## config.mk

```make
export PLATFORM = sky130hd
export DESIGN_NAME = mem_controller
export DESIGN_NICKNAME = d
export VERILOG_FILES = /design/src/rtl/mem_controller.sv
export SDC_FILE = /design/constraint.sdc
export NUM_CORES = 1
export LEC_CHECK = 0
export ABC_AREA = 0
export BUFFER_PORTS_ARGS = -buffer_cell sky130_fd_sc_hd__buf_2
export CORE_MARGIN = 2
export CORE_UTILIZATION = 60
export CTS_CLUSTER_SIZE = 24
export DETAILED_ROUTE_END_ITERATION = 16
export GPL_ROUTABILITY_DRIVEN = 0
export GPL_TIMING_DRIVEN = 0
export HOLD_SLACK_MARGIN = 0.12
export PLACE_DENSITY = 0.76
export SLEW_MARGIN = 10
export SYNTH_ARGS = -nofsm -noshare
export SYNTH_HDL_FRONTEND = slang
export SYNTH_SLANG_ARGS = --single-unit
```

## constraint.sdc

```tcl
create_clock -name ctrl_clk -period 3.3 [get_ports ctrl_clk]
set_input_delay 0.165 -clock ctrl_clk [delete_from_list [all_inputs] [get_ports ctrl_clk]]
set_output_delay 0.165 -clock ctrl_clk [all_outputs]
set_load 0.005 [all_outputs]
```

## src/rtl/mem_controller.sv

```systemverilog
// mem_controller: stores a burst of words into local RAM, then hands them one at a time
// to the processing register under command from core_control.
module mem_controller #(
    parameter int DATA_W = 8,
    parameter int ADDR_W = 6
) (
    input  logic              ctrl_clk,
    input  logic              ctrl_reset,
    input  logic [2:0]        ctrl_data_contition,
    input  logic [5:0]        mc_data_length,
    input  logic [DATA_W-1:0] mc_data_in,
    input  logic              mc_data_in_valid,
    output logic              mc_data_in_ready,
    input  logic              procc_done,
    output logic [DATA_W-1:0] mc_reg_data,
    output logic              mc_reg_valid,
    output logic              mc_done,
    output logic              mc_data_done
);
    localparam int PW = ADDR_W + 1;
    localparam logic [2:0] C_IDLE  = 3'b000;
    localparam logic [2:0] C_STORE = 3'b100;
    localparam logic [2:0] C_XFER  = 3'b010;
    localparam logic [2:0] C_PROC  = 3'b001;

    typedef enum logic [1:0] {IDLE, STORE, LOAD, HOLD} state_t;

    state_t            state_q, state_d;
    logic [PW-1:0]     len_q, len_d;
    logic [PW-1:0]     wr_ptr_q, wr_ptr_d;
    logic [PW-1:0]     rd_ptr_q, rd_ptr_d;
    logic [2:0]        served_q, served_d;
    logic [DATA_W-1:0] reg_data_q, reg_data_d;
    logic              reg_valid_q, reg_valid_d;
    logic              done_q, done_d;
    logic [DATA_W-1:0] mem [2**ADDR_W];
    logic              wr_en;
    logic              start;

    assign mc_data_in_ready = (state_q == STORE) && (wr_ptr_q < len_q);
    assign wr_en            = mc_data_in_ready && mc_data_in_valid;
    assign mc_data_done     = (ctrl_data_contition == C_PROC) && (rd_ptr_q == len_q) && procc_done;
    assign mc_reg_data      = reg_data_q;
    assign mc_reg_valid     = reg_valid_q;
    assign mc_done          = done_q;

    // A store command restarts from IDLE, or from HOLD unless it is the stale one just served.
    assign start = (ctrl_data_contition == C_STORE) &&
                   ((state_q == IDLE) || ((state_q == HOLD) && (served_q != C_STORE)));

    always_comb begin
        state_d     = state_q;
        len_d       = len_q;
        wr_ptr_d    = wr_en ? wr_ptr_q + PW'(1) : wr_ptr_q;
        rd_ptr_d    = rd_ptr_q;
        served_d    = served_q;
        reg_data_d  = reg_data_q;
        reg_valid_d = reg_valid_q;
        done_d      = 1'b0;
        case (state_q)
            IDLE: state_d = (ctrl_data_contition == C_XFER) ? LOAD : IDLE;
            STORE: begin
                if (ctrl_data_contition == C_IDLE) begin
                    state_d = IDLE;
                end else if (wr_ptr_q == len_q) begin
                    done_d   = 1'b1;
                    served_d = C_STORE;
                    state_d  = HOLD;
                end
            end
            LOAD: begin
                if (rd_ptr_q < len_q) begin
                    reg_data_d = mem[rd_ptr_q[ADDR_W-1:0]];
                    rd_ptr_d   = rd_ptr_q + PW'(1);
                end
                reg_valid_d = rd_ptr_q < len_q;
                done_d      = 1'b1;
                served_d    = C_XFER;
                state_d     = HOLD;
            end
            HOLD: begin
                if (ctrl_data_contition != served_q) begin
                    if (ctrl_data_contition == C_XFER) begin
                        state_d = LOAD;
                    end else if (ctrl_data_contition == C_PROC) begin
                        served_d = C_PROC;
                    end else if (ctrl_data_contition == C_IDLE) begin
                        reg_valid_d = 1'b0;
                        state_d     = IDLE;
                    end
                end
            end
        endcase
        if (start) begin
            len_d    = PW'(mc_data_length);
            wr_ptr_d = '0;
            rd_ptr_d = '0;
            state_d  = STORE;
        end
    end

    always_ff @(posedge ctrl_clk or posedge ctrl_reset) begin
        if (ctrl_reset) begin
            state_q     <= IDLE;
            len_q       <= '0;
            wr_ptr_q    <= '0;
            rd_ptr_q    <= '0;
            served_q    <= '0;
            reg_data_q  <= '0;
            reg_valid_q <= 1'b0;
            done_q      <= 1'b0;
        end else begin
            state_q     <= state_d;
            len_q       <= len_d;
            wr_ptr_q    <= wr_ptr_d;
            rd_ptr_q    <= rd_ptr_d;
            served_q    <= served_d;
            reg_data_q  <= reg_data_d;
            reg_valid_q <= reg_valid_d;
            done_q      <= done_d;
        end
    end

    // RAM contents survive reset; only the pointers are cleared.
    always_ff @(posedge ctrl_clk) begin
        if (wr_en) mem[wr_ptr_q[ADDR_W-1:0]] <= mc_data_in;
    end
endmodule

```

Word level (Yosys, flattened, before mapping) --
Memory sizes are Yosys's and may differ from the RTL's. A register that Yosys moved wholly into a read port is not among the register bits. Index checks and enable logic that the tools add are counted. Widths: inputs -> output; s select.
Storage, ports and cells: register bits 27, memory bits (writable) 512, input bits 21, output and inout bits 12, word-level logic and storage cells 82, memories 1
Operators by class: add/sub/neg operators 2, magnitude comparators 2, eq/ne operators 21, muxes and demuxes 30, reduce and logical (&&, ||, !) cells 19
Memory list:
- mem | depth 64, width 8, read ports 1, clocked after memory_dff 1, wr ports 1, line 36 | logic [DATA_W-1:0] mem [2**ADDR_W];
Operator list (number):
- $mux 7 | 5
- $mux 2 | 8
- $mux 3 | 5
- $add 7x1->7 const B | 2
- $eq 7x6->1 | 2
- $lt 7x6->1 | 2
- $pmux 3 s3 | 1
- $mux 1 | 8
- $ne 2x1->1 const B | 4
- $ne 4x2->1 const B | 2
- $pmux 2 s4 | 1
- $reduce_bool 2->1 | 4
- $logic_and 1x1->1 | 6
- $ne 2x2->1 const B | 3
- $reduce_and 6->1 | 1
- $reduce_and 5->1 | 1
- $eq 2x2->1 const B | 2
- $ne 4x4->1 const B | 1
- $pmux 1 s2 | 2
- $reduce_and 2->1 | 2
- $reduce_and 4->1 | 1
- $eq 3x1->1 const B | 1
- $eq 3x2->1 const B | 1
- $eq 3x3->1 const B | 1
- 8 further kinds | 8

Longest topological paths before layout --
depth in word-level cells 7, gate-level depth with buffers 13

Least setup slack after synthesis --
OpenSTA, ideal clock, no wires.
path type reg2reg, from register wr_ptr_q[1], to memory mem[60][0], enable pin, setup time 371 ps, data arrival time 2317 ps, required time 2929 ps, path slack 612 ps, cell stages (with the launch flop) 9, buffers on the path 1, clock period less this slack 2688 ps, cell sequence dfrtp_1 > ha_1 > a21o_1 > a21o_1 > a211o_1 > a21oi_2 > buf_4 > nand3_1 > nor2_1
Between the ends: longest elaborated chain between the ends 5
Ends and longest elaborated chain:
- start: declaration | line 30 | logic [PW-1:0] wr_ptr_q, wr_ptr_d;
- start signal: assignment | line 115 | wr_ptr_q <= wr_ptr_d;
- $lt 7x6->1 | line 40 | assign mc_data_in_ready = (state_q == STORE) && (wr_ptr_q < len_q);
- $logic_and 1x1->1 | line 40
- $logic_and 1x1->1 | line 41 | assign wr_en = mc_data_in_ready && mc_data_in_valid;
- $mux 1 | line 126 | if (wr_en) mem[wr_ptr_q[ADDR_W-1:0]] <= mc_data_in;
- $mux 1 (not written as such) | line 126
- end: declaration | line 36
Parallel ways exist; a longest one is shown, timed or not.

Worst setup path after layout --
from register rd_ptr_q[1], to register reg_data_q[0], in the netlist mc_reg_data[0], read port of mem
Between the ends: longest elaborated chain between the ends 2
Ends and longest elaborated chain:
- start: declaration | line 31 | logic [PW-1:0] rd_ptr_q, rd_ptr_d;
- start signal: assignment | line 116 | rd_ptr_q <= rd_ptr_d;
- $lt 7x6->1 | line 72 | if (rd_ptr_q < len_q) begin
- $reduce_and 2->1 (no source line)
- end: declaration | line 33 | logic [DATA_W-1:0] reg_data_q, reg_data_d;
Parallel ways exist; a longest one is shown, timed or not. A chain may end at the register's enable or synchronous reset.

==> metrics.txt <==
status=complete, no violations; Distinct cells, synth=53; crit share post-route=98.6%; Peak VDD IR=around 500 uV; switching power=about 5.5 mW; Synth Cell Area=0.0220 mm^2; CTS tree=built; Most used DFF post-synth=edfxtp_1; final hold viol count=0; Ys Warns=0; Pleak=~8.0 nW; clock group share of total power=a little under a third; Yosys reg bits=roughly 550; Slew HR=between 10% and 20%; fraction of layout cells with a size suffix above 1=a little under a quarter; IO Port Bufs=31; vias in the first global route=~12k; DRC viols=0; die area=~0.038 mm^2; maximum root-to-sink buffer count=3; FP Rows=70; syn nets=around 1.3k; initial antenna violation count=1; CTS buffer count=54; CP startpoint kind=flop; initial drt markers=1269; Clock Skew=~0.016 ns; post-DR vias/cell=6.51; clock sinks=547; Flop pwr share=between 40 and 50%; router iterations before antenna repair=7; Fmax=a little over 300 MHz; R2R Setup Slk=0.05 ns; Max Slew Vio Count=0; maxcap violations=0; routed wire length=around 50000 um; Min Clock Period, post-route=roughly 3.3 ns; WL per Instance=between 20 and 30 um; DP Wirelength=around 32000 um; switching part of the total=a little under 30%; core area=between 0.03 and 0.04 mm^2; crit path capture type=flop; Max FO, Critical Path=10; pre-CTS setup slack=-0.348 ns; Die Y=roughly 200 um; Critical Path AT=approximately 3.7 ns; Syn Inst Count=between 1k and 1.5k; Nets=~1.4k; Layout Utilization=68.6%; post-synthesis sequential area ratio=between 70% and 80%; Logic pwr share=between 20% and 30%; PD cells=746 mW/mm^2; Top-Level Pins=33; Worst-path clk slew=0.06 ns; gr ovfl total=0; via count=about 12k; commonest cells after routing, fill and taps aside=512 x edfxtp_1, 88 x mux4_2, 73 x mux2i_1; global-route wire length before repair=around 75000 um; critical path class=flop to flop; area delta synth->final=13.3%; Avg Inst Size Synth=about 18 um^2; Post-synth EDFFs=~510; asr flop ratio synth=between 6 and 7%; H-Tree Depth=2; insertion delay to the later sink of the worst-skew pair=roughly 0.60 ns; Data required, critical path=roughly 3.8 ns; setup repair after global routing missed its margin=true; largest net degree at the start of global routing=65; clock root buffer=clkbuf_16; final worst slack=between 0.04 and 0.05 ns; Hold WC Path Type=input port to flop; P_int=between 10 and 15 mW; most common library cell in the layout ignoring fill and taps=edfxtp_1; all-layer global routing usage=a little over a quarter; post-detailed-route count of antenna-violating nets=0; antenna diode count=0; Die Wd=approximately 200 um; Worst-Margin Slew=roughly 1.3 ns; # setup viols final=0; Starting Density=a little over 60%
[final cells by class]
cell class / count / area (um^2)
Clock buffer: 69 / 1430
Fill cell: 2307 / 11400
Sequential cell: 547 / 16300
Buffer: 69 / 377
Clock inverter: 26 / 239
Timing Repair Buffer: 46 / 313
Inverter: 18 / 67.6
Tap cell: 468 / 586
Multi-Input combinational cell: 592 / 5680
[flip-flops by register name (all words and copies together) (netlist names)]
name / cells
mc_done: 1
mc_reg_data: 8
state_q: 2
len_q: 6
wr_ptr_q: 7
served_q: 3
mem: 512
rd_ptr_q: 7
mc_reg_valid: 1
[worst paths after layout]
check	start	end	cells after the start
max	rd_ptr_q[1]$_DFFE_PP0P_	mc_reg_data[0]$_DFFE_PP0P_	7
min	mc_data_in[1]	mem[48][1]$_DFFE_PP_	1
max reg2reg	rd_ptr_q[1]$_DFFE_PP0P_	mc_reg_data[0]$_DFFE_PP0P_	7
min reg2reg	rd_ptr_q[6]$_DFFE_PP0P_	rd_ptr_q[6]$_DFFE_PP0P_	2
max in group asynchronous	ctrl_reset	mc_reg_data[1]$_DFFE_PP0P_	3
min in group asynchronous	ctrl_reset	wr_ptr_q[3]$_DFFE_PP0P_	3
[cell usage after synthesis, drive strengths merged (6+ instances only)]
cell	n	area [um^2]
nand2	38	143
nor2	128	480
dfrtp	35	876
edfxtp	512	15400
a221oi	8	70.1
nor3	12	60.1
mux2	19	214
buf	47	294
nor4	18	113
a211oi	17	128
o41ai	8	70.1
a22oi	17	128
o21ai	17	85.1
o221ai	8	70.1
nand4	7	50.1
a21oi	28	144
clkbuf	22	82.6
mux2i	73	731
nor2b	20	125
mux4	88	1980
xnor2	6	52.6
ha	19	238
inv	17	63.8
o22ai	16	100
[power groups by stage]
stage / sequential, mW / combinational (mW) / clock (mW)
floorplan: 8.00 / 3.22 / 0
global placement: 8.09 / 4.55 / 0
detailed placement: 8.09 / 4.64 / 0
CTS: 7.95 / 4.69 / 5.91
global route: 7.96 / 5.08 / 6.16
finish: 7.96 / 4.78 / 5.86
[metrics by stage]
step	instance area, um^2	setup TNS (ns)	hold WS, ns	power [mW]	std cells
floorplan	22000	0	0.264	11.2	1226
global placement	22800	-68.53	0.373	12.6	1725
detailed placement	22800	-85.94	0.348	12.7	1725
CTS	24700	-34.39	0.160	18.6	1835
global route	24900	-0.566	0.172	19.2	1835
finish	24900	0	0.151	18.6	1835
[what timing repair did]
| item | 4_1_cts | 5_1_grt |
|---|---|---|
| gates resized for setup | 51 | 45 |
| setup buffers | 3 | 0 |
| setup endpoints to repair | 440 | 320 |
| endpoints found under the hold margin | 44 | 0 |
| pin swaps | 2 | 0 |
| hold buffers | 12 | 0 |
[critical path: stages (launching register included)]
cell	delay, ns
dfrtp_1	0.76
buf_2	0.37
buf_1	0.70
nor2_1	0.36
a22oi_1	0.30
nand2_1	0.19
a221oi_1	0.33
nor3_1	0.10
[cells by family (layout without fill, tap and decap cells)]
family / count (synthesis) / after routing / synth area share [%]
DFF: 547 / 547 / 73.8
and+or+nand+nor: 249 / 249 / 5.25
muxes: 180 / 180 / 13.3
AOI/OAI and AO/OA: 136 / 136 / 4.23
buffers and inverters: 87 / 228 / 2.02
adders and majority gates: 19 / 19 / 1.08
xor gates and xnor gates: 8 / 8 / 0.318
[metal layers]
metal	global-route usage [%]	part of all wire, %	vias up
li1	-	-	5110
met1	37.7	38	6063
met2	43.5	48	638
met3	5.15	9.3	136
met4	10.7	4.0	0
met5	0	0	-
(Power assumes the default switching activity.)
